<file path="config.mk">
export PLATFORM = sky130hd
export DESIGN_NAME = main_ctrl_fsm
export DESIGN_NICKNAME = d
export VERILOG_FILES = /design/src/rtl/rv_ctrl_pkg.sv /design/src/rtl/imm_src_decoder.sv /design/src/rtl/main_ctrl_fsm.sv
export SDC_FILE = /design/constraint.sdc
export NUM_CORES = 1
export LEC_CHECK = 0
export CORE_MARGIN = 1
export CORE_UTILIZATION = 45
export DETAILED_ROUTE_END_ITERATION = 6
export PLACE_DENSITY = 0.76
export SETUP_SLACK_MARGIN = 0.1
export SYNTH_ARGS = -nofsm -noshare
export SYNTH_HDL_FRONTEND = slang
export SYNTH_HIERARCHICAL = 1
export SYNTH_SLANG_ARGS = --single-unit
</file>
<file path="constraint.sdc">
create_clock -name clk -period 2.4 [get_ports clk]
set_input_delay 0.36 -clock clk [delete_from_list [all_inputs] [get_ports clk]]
set_output_delay 0.36 -clock clk [all_outputs]
set_load 0.05 [all_outputs]
</file>
<file path="src/rtl/rv_ctrl_pkg.sv">
// Shared encodings for the RISC-V control path: opcodes, ALU op, mux selects and FSM states.
package rv_ctrl_pkg;

    localparam logic [6:0] OP_LW  = 7'b0000011;
    localparam logic [6:0] OP_SW  = 7'b0100011;
    localparam logic [6:0] OP_R   = 7'b0110011;
    localparam logic [6:0] OP_I   = 7'b0010011;
    localparam logic [6:0] OP_BEQ = 7'b1100011;
    localparam logic [6:0] OP_JAL = 7'b1101111;

    localparam logic [1:0] ALU_ADD   = 2'b00;
    localparam logic [1:0] ALU_SUB   = 2'b01;
    localparam logic [1:0] ALU_FUNCT = 2'b10;

    localparam logic [1:0] SRCA_PC    = 2'b00;
    localparam logic [1:0] SRCA_OLDPC = 2'b01;
    localparam logic [1:0] SRCA_RS1   = 2'b10;

    localparam logic [1:0] SRCB_RS2  = 2'b00;
    localparam logic [1:0] SRCB_IMM  = 2'b01;
    localparam logic [1:0] SRCB_FOUR = 2'b10;

    localparam logic [1:0] RES_ALUOUT = 2'b00;
    localparam logic [1:0] RES_RDATA  = 2'b01;
    localparam logic [1:0] RES_ALU    = 2'b10;

    localparam logic [1:0] IMM_I = 2'b00;
    localparam logic [1:0] IMM_S = 2'b01;
    localparam logic [1:0] IMM_B = 2'b10;
    localparam logic [1:0] IMM_J = 2'b11;

    typedef enum logic [3:0] {
        S_FETCH, S_DECODE, S_MEMADR, S_MEMREAD, S_MEMWB, S_MEMWRITE,
        S_EXECR, S_EXECI, S_ALUWB, S_BEQ, S_JAL, S_ILLEGAL
    } state_t;

    // Per-state Moore control word; mem_ready/zero gating is applied at the outputs.
    typedef struct packed {
        logic       mem_req;
        logic       mem_write;
        logic       adr_src;
        logic       fetch;
        logic       pc_update;
        logic       branch;
        logic       reg_write;
        logic       illegal;
        logic       done;
        logic [1:0] alu_src_a;
        logic [1:0] alu_src_b;
        logic [1:0] alu_op;
        logic [1:0] result_src;
    } ctrl_t;

endpackage

</file>
<file path="src/rtl/imm_src_decoder.sv">
// Combinational immediate-format decode from the opcode field.
module imm_src_decoder
    import rv_ctrl_pkg::*;
(
    input  logic [6:0] op,
    output logic [1:0] imm_src
);

    always_comb begin
        imm_src = IMM_I;
        case (op)
            OP_LW, OP_I: imm_src = IMM_I;
            OP_SW:       imm_src = IMM_S;
            OP_BEQ:      imm_src = IMM_B;
            OP_JAL:      imm_src = IMM_J;
            default:     imm_src = IMM_I;
        endcase
    end

endmodule

</file>
<file path="src/rtl/main_ctrl_fsm.sv">
// Multi-cycle RISC-V main controller: sequences fetch/decode/execute/memory/writeback
// and drives datapath selects, write enables and the memory handshake.
module main_ctrl_fsm
    import rv_ctrl_pkg::*;
#(
    parameter bit MEM_HANDSHAKE = 1'b1
) (
    input  logic       clk,
    input  logic       rst,
    input  logic [6:0] op,
    input  logic       zero,
    input  logic       mem_ready,
    output logic       mem_req,
    output logic       mem_write,
    output logic       adr_src,
    output logic       ir_write,
    output logic       pc_write,
    output logic       reg_write,
    output logic [1:0] alu_src_a,
    output logic [1:0] alu_src_b,
    output logic [1:0] alu_op,
    output logic [1:0] result_src,
    output logic [1:0] imm_src,
    output logic       illegal_instr,
    output logic       instr_done
);

    state_t state_q, state_d;
    ctrl_t  ctrl_q;
    logic   rdy;

    assign rdy = MEM_HANDSHAKE ? mem_ready : 1'b1;

    function automatic ctrl_t decode(state_t s);
        ctrl_t c;
        c = '0;
        case (s)
            S_FETCH: begin
                c.mem_req    = 1'b1;
                c.fetch      = 1'b1;
                c.pc_update  = 1'b1;
                c.alu_src_a  = SRCA_PC;
                c.alu_src_b  = SRCB_FOUR;
                c.alu_op     = ALU_ADD;
                c.result_src = RES_ALU;
            end
            S_DECODE: begin
                c.alu_src_a = SRCA_OLDPC;
                c.alu_src_b = SRCB_IMM;
                c.alu_op    = ALU_ADD;
            end
            S_MEMADR: begin
                c.alu_src_a = SRCA_RS1;
                c.alu_src_b = SRCB_IMM;
                c.alu_op    = ALU_ADD;
            end
            S_MEMREAD: begin
                c.mem_req    = 1'b1;
                c.adr_src    = 1'b1;
                c.result_src = RES_ALUOUT;
            end
            S_MEMWB: begin
                c.result_src = RES_RDATA;
                c.reg_write  = 1'b1;
                c.done       = 1'b1;
            end
            S_MEMWRITE: begin
                c.mem_req    = 1'b1;
                c.mem_write  = 1'b1;
                c.adr_src    = 1'b1;
                c.result_src = RES_ALUOUT;
            end
            S_EXECR: begin
                c.alu_src_a = SRCA_RS1;
                c.alu_src_b = SRCB_RS2;
                c.alu_op    = ALU_FUNCT;
            end
            S_EXECI: begin
                c.alu_src_a = SRCA_RS1;
                c.alu_src_b = SRCB_IMM;
                c.alu_op    = ALU_FUNCT;
            end
            S_ALUWB: begin
                c.result_src = RES_ALUOUT;
                c.reg_write  = 1'b1;
                c.done       = 1'b1;
            end
            S_BEQ: begin
                c.alu_src_a  = SRCA_RS1;
                c.alu_src_b  = SRCB_RS2;
                c.alu_op     = ALU_SUB;
                c.result_src = RES_ALUOUT;
                c.branch     = 1'b1;
                c.done       = 1'b1;
            end
            S_JAL: begin
                c.alu_src_a  = SRCA_OLDPC;
                c.alu_src_b  = SRCB_FOUR;
                c.alu_op     = ALU_ADD;
                c.result_src = RES_ALUOUT;
                c.pc_update  = 1'b1;
            end
            S_ILLEGAL: begin
                c.illegal = 1'b1;
                c.done    = 1'b1;
            end
            default: c = '0;
        endcase
        return c;
    endfunction

    always_comb begin
        state_d = state_q;
        case (state_q)
            S_FETCH:    state_d = rdy ? S_DECODE : S_FETCH;
            S_DECODE: begin
                case (op)
                    OP_LW, OP_SW: state_d = S_MEMADR;
                    OP_R:         state_d = S_EXECR;
                    OP_I:         state_d = S_EXECI;
                    OP_BEQ:       state_d = S_BEQ;
                    OP_JAL:       state_d = S_JAL;
                    default:      state_d = S_ILLEGAL;
                endcase
            end
            S_MEMADR:   state_d = (op == OP_SW) ? S_MEMWRITE : S_MEMREAD;
            S_MEMREAD:  state_d = rdy ? S_MEMWB : S_MEMREAD;
            S_MEMWB:    state_d = S_FETCH;
            S_MEMWRITE: state_d = rdy ? S_FETCH : S_MEMWRITE;
            S_EXECR:    state_d = S_ALUWB;
            S_EXECI:    state_d = S_ALUWB;
            S_ALUWB:    state_d = S_FETCH;
            S_BEQ:      state_d = S_FETCH;
            S_JAL:      state_d = S_ALUWB;
            S_ILLEGAL:  state_d = S_FETCH;
            default:    state_d = S_FETCH;
        endcase
    end

    // Control word is registered alongside the state so outputs come straight from flops.
    always_ff @(posedge clk or posedge rst) begin
        if (rst) begin
            state_q <= S_FETCH;
            ctrl_q  <= decode(S_FETCH);
        end else begin
            state_q <= state_d;
            ctrl_q  <= decode(state_d);
        end
    end

    // Strobes are masked by rst directly so an abort takes effect without waiting for a flop.
    assign mem_req       = ctrl_q.mem_req & ~rst;
    assign mem_write     = ctrl_q.mem_write & ~rst;
    assign ir_write      = ctrl_q.fetch & rdy & ~rst;
    assign pc_write      = ((ctrl_q.pc_update & (~ctrl_q.fetch | rdy)) | (ctrl_q.branch & zero))
                           & ~rst;
    assign reg_write     = ctrl_q.reg_write & ~rst;
    assign illegal_instr = ctrl_q.illegal & ~rst;
    assign instr_done    = (ctrl_q.done | (ctrl_q.mem_write & rdy)) & ~rst;
    assign adr_src       = ctrl_q.adr_src;
    assign alu_src_a     = ctrl_q.alu_src_a;
    assign alu_src_b     = ctrl_q.alu_src_b;
    assign alu_op        = ctrl_q.alu_op;
    assign result_src    = ctrl_q.result_src;

    imm_src_decoder u_imm_src_decoder (
        .op      (op),
        .imm_src (imm_src)
    );

endmodule

</file>
==> Flow_metrics.wiki, run 1 <==
{| class="wikitable"
! Metric !! Value
|-
| Wire length of the first global-routing pass || 3980 microns
|-
| DRC violation count after routing || 0
|-
| FF+latch count, synth || 20
|-
| Register clock-pin slew on the reported worst setup and hold paths || 0.11 ns
|-
| Maximum number of pins on one net before global-route repair || 21
|-
| Starting Density || 0.495
|-
| Final-report setup violation count || 0
|-
| # fillers || 183
|-
| Post-synth EDFFs || 0
|-
| Final GP Congestion || 0.822
|-
| FF/Latch Area || 505 sq um
|-
| Number of buffers on the longest clock path || 2
|-
| Highest fanout seen on the critical path || 4
|-
| Main synth FF type || sky130_fd_sc_hd__dfrtp_1
|-
| Required time at the worst-slack endpoint || 2.04 ns
|-
| Remaining global-route overflow || 0
|-
| Result of the run || complete, no violations
|-
| WS Path Type || input port to output pin
|-
| Average routed wire per standard cell || 14.0 microns
|-
| Yosys warning total || 6
|-
| Static leakage power || 0.000697 uW
|-
| Number of vias per cell after detailed routing || 5.48
|-
| Antenna violations before repair || 0
|-
| Port bufs || 28
|-
| Count of max-cap constraint violations || 0
|-
| Horizontal die dimension || 52.5 microns
|-
| Placed cells || 168
|-
| Seq/Total Area, Yosys || 0.440
|-
| TritonCTS buffer count || 3
|-
| Worst slew margin || 0.669
|-
| Setup TNS after final layout || 0 ns
|-
| Total number of clock tree sinks || 20
|-
| Hold buffers post-CTS || 0
|-
| Clock root buffer || sky130_fd_sc_hd__clkbuf_4
|-
| # resized after CTS || 0
|-
| Cell area after synthesis || 0.00115 sq mm
|-
| Actual transition at the worst max-transition pin || 0.495 ns
|-
| Vias after detailed routing || 942
|-
| Setup crit end kind || output pin
|-
| Remaining number of nets flagged by the antenna check after routing || 0
|-
| Min-Delay Path Class || input port to async pin
|-
| Post-Synthesis Mean Instance Area || 10.2 sq um
|-
| Post-route insts no fill || 172
|-
| Maximum level of the CTS H-tree || 1
|-
| Yosys cell types || 44
|-
| Number of setup buffers added after CTS || 0
|-
| Final antenna diode count || 0
|-
| Power per standard cell area || 1270 mW/mm^2
|-
| Hold slack || 0.575 ns
|-
| Area of combinational cells with multiple inputs || 512 sq um
|-
| Number of global-route vias before repair || 893
|-
| Cell count after synthesis || 113
|-
| Global-route usage over all layers || 0.197
|-
| Proportion of layout cells with a drive suffix above 1 || 0.292
|-
| # rows || 17
|-
| Floorplan die height || 52.5 microns
|-
| Share of flip-flops with an asynchronous set or reset after synthesis || 1.00
|-
| Core Region || 0.00232 sq mm
|-
| Placed cell area || 0.00150 sq mm
|-
| Detailed Place HPWL || 1870 microns
|-
| Top-level port count || 29
|-
| Tmin final || 2.18 ns
|-
| Die area || 0.00276 sq mm
|-
| Launching point of the worst reg2reg path || state_q[1]$_DFF_PP0_
|-
| Post-route cell area || 0.00155 sq mm
|-
| CP Launch Type || input port
|-
| Final-report hold violation count || 0
|-
| Max Fclk || 459 MHz
|-
| Worst clock skew || 0.00137 ns
|-
| Layout overhead on the synthesized area || 34.9%
|-
| Arrival time reported for the critical path endpoint || 1.82 ns
|-
| Post-route fraction of the period consumed by the critical path || 0.907
|-
| Flop-to-flop setup slack || 0.34 ns
|-
| Total wire length after detailed routing || 2410 microns
|-
| Setup repair after global routing missed its margin || false
|-
| Net total in the final layout || 156
|-
| Worst setup startpoint || op[2]
|-
| Net count after synthesis || 124
|-
| Maximum vdd drop || 1.10 mV
|-
| Final slew viol count || 0
|-
| DRT iter0 DRCs || 25
|-
| Worst skew pair latency || 0.30 ns
|-
| Total iterations of the first detailed-routing run || 4
|-
| TritonCTS clock tree || built
|}
-- cell families (layout without fill, tap and decap cells) --
logic type,Yosys count,after routing,synth area share
XOR/XNOR,1,1,0.00763
buffers and inverters,21,52,0.114
flip-flops,20,20,0.440
multiplexers,1,1,0.00980
AO/OA/AOI/OAI,22,22,0.155
AND/OR/NAND/NOR,48,48,0.273
-- metrics by stage --
stage | total power (uW) | setup slack, ns | utilization
finish | 1970 | 0.223 | 0.668
global route | 2090 | 0.137 | 0.668
CTS | 1970 | 0.218 | 0.668
detailed placement | 1700 | 0.00153 | 0.645
global placement | 1680 | 0.103 | 0.645
floorplan | 1400 | 0.545 | -
-- registers in the layout, summed over array words and instances, names as in the netlist --
name	flops
adr_src	1
alu_op	2
alu_src_a	2
alu_src_b	2
ctrl_q	7
result_src	2
state_q	4
-- worst paths after layout --
path                            cells past startpoint                      to
worst max-delay path                                5              imm_src[0]
worst min-delay path                                3     alu_op[1]$_DFF_PP0_
max in group asynchronous                           3  alu_src_b[1]$_DFF_PP1_
worst min register to register                      1       adr_src$_DFF_PP0_
worst max register to register                      6  alu_src_a[1]$_DFF_PP0_
min in group clk                                    1       adr_src$_DFF_PP0_
-- report_power, final --
part	switching, uW	internal [uW]
combinational	607	487
sequential	127	477
clock	105	169
-- layer usage --
layer,share of wire,GRT usage
met1,0.44,0.247
met5,0,0
met4,0.0041,0.0132
met2,0.49,0.348
met3,0.061,0.0551
-- cell usage in the layout, fill, tap and decap left out, types with 2 or more instances in the layout --
cell	Yosys	layout
sky130_fd_sc_hd__a21oi_1	6	6
sky130_fd_sc_hd__and3_1	4	4
sky130_fd_sc_hd__buf_12	0	5
sky130_fd_sc_hd__buf_4	9	17
sky130_fd_sc_hd__clkbuf_4	0	3
sky130_fd_sc_hd__clkdlybuf4s50_1	0	19
sky130_fd_sc_hd__dfrtp_1	16	16
sky130_fd_sc_hd__dfstp_2	4	4
sky130_fd_sc_hd__inv_1	5	5
sky130_fd_sc_hd__inv_2	2	2
sky130_fd_sc_hd__nand2_1	7	7
sky130_fd_sc_hd__nand2b_1	4	4
sky130_fd_sc_hd__nand3_1	4	4
sky130_fd_sc_hd__nor2_1	8	8
sky130_fd_sc_hd__nor2b_1	5	5
sky130_fd_sc_hd__nor4_1	2	2
sky130_fd_sc_hd__o21ai_0	2	2
sky130_fd_sc_hd__o221a_2	2	2
sky130_fd_sc_hd__o22ai_1	2	2
sky130_fd_sc_hd__or3_1	2	2
-- cells in the mapped netlist (2+ instances only) --
| master | instances | share of area |
|---|---|---|
| sky130_fd_sc_hd__inv_1 | 5 | 0.016 |
| sky130_fd_sc_hd__nand2b_1 | 4 | 0.022 |
| sky130_fd_sc_hd__buf_2 | 2 | 0.0087 |
| sky130_fd_sc_hd__buf_4 | 9 | 0.059 |
| sky130_fd_sc_hd__or3_1 | 2 | 0.011 |
| sky130_fd_sc_hd__and3_1 | 4 | 0.022 |
| sky130_fd_sc_hd__nand3_1 | 4 | 0.017 |
| sky130_fd_sc_hd__o21ai_0 | 2 | 0.0087 |
| sky130_fd_sc_hd__inv_2 | 2 | 0.0065 |
| sky130_fd_sc_hd__dfstp_2 | 4 | 0.092 |
| sky130_fd_sc_hd__nor2b_1 | 5 | 0.027 |
| sky130_fd_sc_hd__o221a_2 | 2 | 0.020 |
| sky130_fd_sc_hd__dfrtp_1 | 16 | 0.35 |
| sky130_fd_sc_hd__nor4_1 | 2 | 0.011 |
| sky130_fd_sc_hd__a21oi_1 | 6 | 0.026 |
| sky130_fd_sc_hd__buf_6 | 2 | 0.020 |
| sky130_fd_sc_hd__o22ai_1 | 2 | 0.011 |
| sky130_fd_sc_hd__nor2_1 | 8 | 0.026 |
| sky130_fd_sc_hd__nand2_1 | 7 | 0.023 |
-- worst max-delay path, cell delays in order --
cell	delay, ns
sky130_fd_sc_hd__clkdlybuf4s50_1	0.48
sky130_fd_sc_hd__buf_4	0.19
sky130_fd_sc_hd__or3_1	0.36
sky130_fd_sc_hd__a21boi_1	0.25
sky130_fd_sc_hd__buf_12	0.17
-- cell type report --
class,instances,share of cell area
Multi-Input combinational cell,72,0.330
Sequential cell,20,0.326
Timing Repair Buffer,41,0.270
Tap cell,28,0.0226
Clock inverter,1,0.0194
Inverter,7,0.0170
Clock buffer,3,0.0145
(Power assumes the default switching activity.)
==> run 2, diff against run 1 <==
Settings changed: RECOVER_POWER from default to 50.
==> run 2 against run 1 <==
Core utilization fell by 0.81 points. Count of clock-buffer cells in the layout is the same. Via count stayed put. Critical endpoint unchanged.
==> Flow_metrics.wiki, run 2 (synthesis gave the netlist of run 1 again) <==
{| class="wikitable"
! Metric !! Value
|-
| Internal power || 1120 uW (was 1130 uW)
|-
| Register clock-pin slew on the reported worst setup and hold paths || 0.11 ns (about the same)
|-
| Leading cell type in the layout, fill and taps excluded || sky130_fd_sc_hd__clkdlybuf4s50_1 (unchanged)
|-
| Arrival time reported for the critical path endpoint || 1.82 ns (about the same)
|-
| Total iterations of the first detailed-routing run || 4 (unchanged)
|-
| Remaining number of nets flagged by the antenna check after routing || 0 (unchanged)
|-
| Die area || 0.00276 sq mm (unchanged)
|-
| Number of global-route vias before repair || 893 (unchanged)
|-
| Post-route fraction of the period consumed by the critical path || 0.907 (unchanged)
|-
| Average routed wire per standard cell || 14.1 microns (was 14.0 microns)
|-
| Horizontal die dimension || 52.5 microns (unchanged)
|-
| Net total in the final layout || 156 (unchanged)
|-
| Maximum level of the CTS H-tree || 1 (unchanged)
|-
| Layout overhead on the synthesized area || 33.2% (was 34.9%)
|-
| Starting Density || 0.495 (unchanged)
|-
| Commonest cells after routing, fill and taps aside || sky130_fd_sc_hd__clkdlybuf4s50_1 (17), sky130_fd_sc_hd__dfrtp_1 (16), sky130_fd_sc_hd__buf_4 (12) (was sky130_fd_sc_hd__clkdlybuf4s50_1 (19), sky130_fd_sc_hd__buf_4 (17), sky130_fd_sc_hd__dfrtp_1 (16))
|-
| Biggest regs || ctrl_q x7, state_q x4 (unchanged)
|-
| Final GP Congestion || 0.822 (unchanged)
|-
| Clock root buffer || sky130_fd_sc_hd__clkbuf_4 (unchanged)
|-
| Static leakage power || 0.000678 uW (was 0.000697 uW)
|-
| Number of vias per cell after detailed routing || 5.48 (unchanged)
|-
| Count of max-cap constraint violations || 0 (unchanged)
|-
| Power per standard cell area || 1280 mW/mm^2 (was 1270 mW/mm^2)
|-
| Number of buffers on the longest clock path || 2 (unchanged)
|-
| Hold slack || 0.717 ns (was 0.575 ns)
|-
| Result of the run || complete, no violations (unchanged)
|-
| Switching Power || 839 uW (about the same)
|-
| Combinational Power Share || 0.553 (was 0.555)
|-
| Top-level port count || 29 (unchanged)
|-
| DRT iter0 DRCs || 26 (was 25)
|-
| Vias after detailed routing || 942 (unchanged)
|-
| Core Region || 0.00232 sq mm (unchanged)
|-
| CP Launch Type || input port (unchanged)
|-
| Reg with most FFs || ctrl_q (unchanged)
|-
| Total wire length after detailed routing || 2420 microns (was 2410 microns)
|-
| Max FFs per register || 7 (unchanged)
|-
| TritonCTS clock tree || built (unchanged)
|-
| DRC violation count after routing || 0 (unchanged)
|-
| Port bufs || 28 (unchanged)
|-
| Actual transition at the worst max-transition pin || 1.06 ns (was 0.495 ns)
|-
| Remaining global-route overflow || 0 (unchanged)
|-
| Setup repair after global routing missed its margin || false (unchanged)
|-
| Final-report setup violation count || 0 (unchanged)
|-
| Hold buffers post-CTS || 0 (unchanged)
|-
| Highest fanout seen on the critical path || 4 (unchanged)
|-
| Setup crit end kind || output pin (unchanged)
|-
| Final-report hold violation count || 0 (unchanged)
|-
| TritonCTS buffer count || 3 (unchanged)
|-
| Detailed Place HPWL || 1870 microns (unchanged)
|-
| # resized after CTS || 0 (unchanged)
|-
| Maximum number of pins on one net before global-route repair || 21 (unchanged)
|-
| Required time at the worst-slack endpoint || 2.04 ns (about the same)
|-
| Worst clock skew || 0.00144 ns (was 0.00137 ns)
|-
| Min-Delay Path Class || flip-flop to flip-flop (was input port to async pin)
|-
| Switching portion of total power || 0.428 (was 0.426)
|-
| Clock power frac || 0.140 (was 0.139)
|-
| Total number of clock tree sinks || 20 (unchanged)
|-
| Proportion of layout cells with a drive suffix above 1 || 0.257 (was 0.292)
|-
| Max Fclk || 459 MHz (unchanged)
|-
| WS Path Type || input port to output pin (unchanged)
|-
| Antenna violations before repair || 0 (unchanged)
|-
| Tmin final || 2.18 ns (unchanged)
|-
| # rows || 17 (unchanged)
|-
| Number of setup buffers added after CTS || 0 (unchanged)
|-
| Final antenna diode count || 0 (unchanged)
|-
| Global-route usage over all layers || 0.197 (unchanged)
|-
| Worst skew pair latency || 0.30 ns (about the same)
|-
| Share of total power in sequential cells || 0.308 (was 0.306)
|-
| Final slew viol count || 0 (unchanged)
|-
| Setup TNS after final layout || 0 ns (unchanged)
|-
| Total power after layout || 1960 uW (was 1970 uW)
|-
| Wire length of the first global-routing pass || 3980 microns (unchanged)
|-
| Worst slew margin || 0.293 (was 0.669)
|-
| Floorplan die height || 52.5 microns (unchanged)
|-
| Maximum vdd drop || 1.09 mV (was 1.10 mV)
|}
==> run 2: cell count changes in the layout (fill, tap and decap cells not counted) <==
cell / previous run / this run
sky130_fd_sc_hd__buf_4: 17 / 12
sky130_fd_sc_hd__clkbuf_1: 0 / 5
sky130_fd_sc_hd__clkdlybuf4s50_1: 19 / 17
sky130_fd_sc_hd__dlygate4sd3_1: 0 / 2
==> run 2: power groups by stage <==
stage               Sequential (uW)  Clock, uW  Combinational [uW]
global placement                601          0                1080
finish                          604        274                1080
detailed placement              607          0                1090
global route                    618        289                1170
floorplan                       541          0                 856
CTS                             598        278                1100
==> run 2: area by class of cell <==
type                    count  area, sq um
fillers                   190          788
multi-input cells          72          512
clock buffers               3         22.5
inverters                   7         26.3
clock inverters             1         30.0
well taps                  28         35.0
flip-flops and latches     20          505
repair buffers             41          399
==> run 2: critical path, cell delays in order <==
cell and delay (ns):
sky130_fd_sc_hd__clkdlybuf4s50_1 0.48, sky130_fd_sc_hd__buf_4 0.19, sky130_fd_sc_hd__or3_1 0.36, sky130_fd_sc_hd__a21boi_1 0.25, sky130_fd_sc_hd__buf_12 0.17
==> run 2: per-layer routing <==
layer | track usage | vias to the layer above | share of wire
li1 | - | 456 | -
met1 | 0.247 | 452 | 0.44
met2 | 0.348 | 32 | 0.49
met3 | 0.0551 | 2 | 0.059
met4 | 0.0132 | 0 | 0.0041
met5 | 0 | - | 0
==> run 2: final timing paths <==
kind,depth (start not counted),slack (ns),to,start
worst min register to register,1,0.72,adr_src$_DFF_PP0_,state_q[3]$_DFF_PP0_
min in group asynchronous,3,0.98,alu_op[1]$_DFF_PP0_,rst
worst max-delay path,5,0.22,imm_src[0],op[2]
worst max register to register,6,0.34,alu_src_a[1]$_DFF_PP0_,state_q[1]$_DFF_PP0_
worst min-delay path,1,0.72,adr_src$_DFF_PP0_,state_q[3]$_DFF_PP0_
max in group asynchronous,3,0.80,alu_src_a[1]$_DFF_PP0_,rst
==> run 2: stage by stage <==
stage	std cells	cell area (sq um)	utilization	worst slack, ns
after global routing	172	1530	0.660	0.137
after floorplan	113	1150	-	0.545
final	172	1530	0.660	0.223
after CTS	172	1550	0.668	0.218
after global placement	168	1500	0.645	0.103
after detailed placement	168	1500	0.645	0.00153
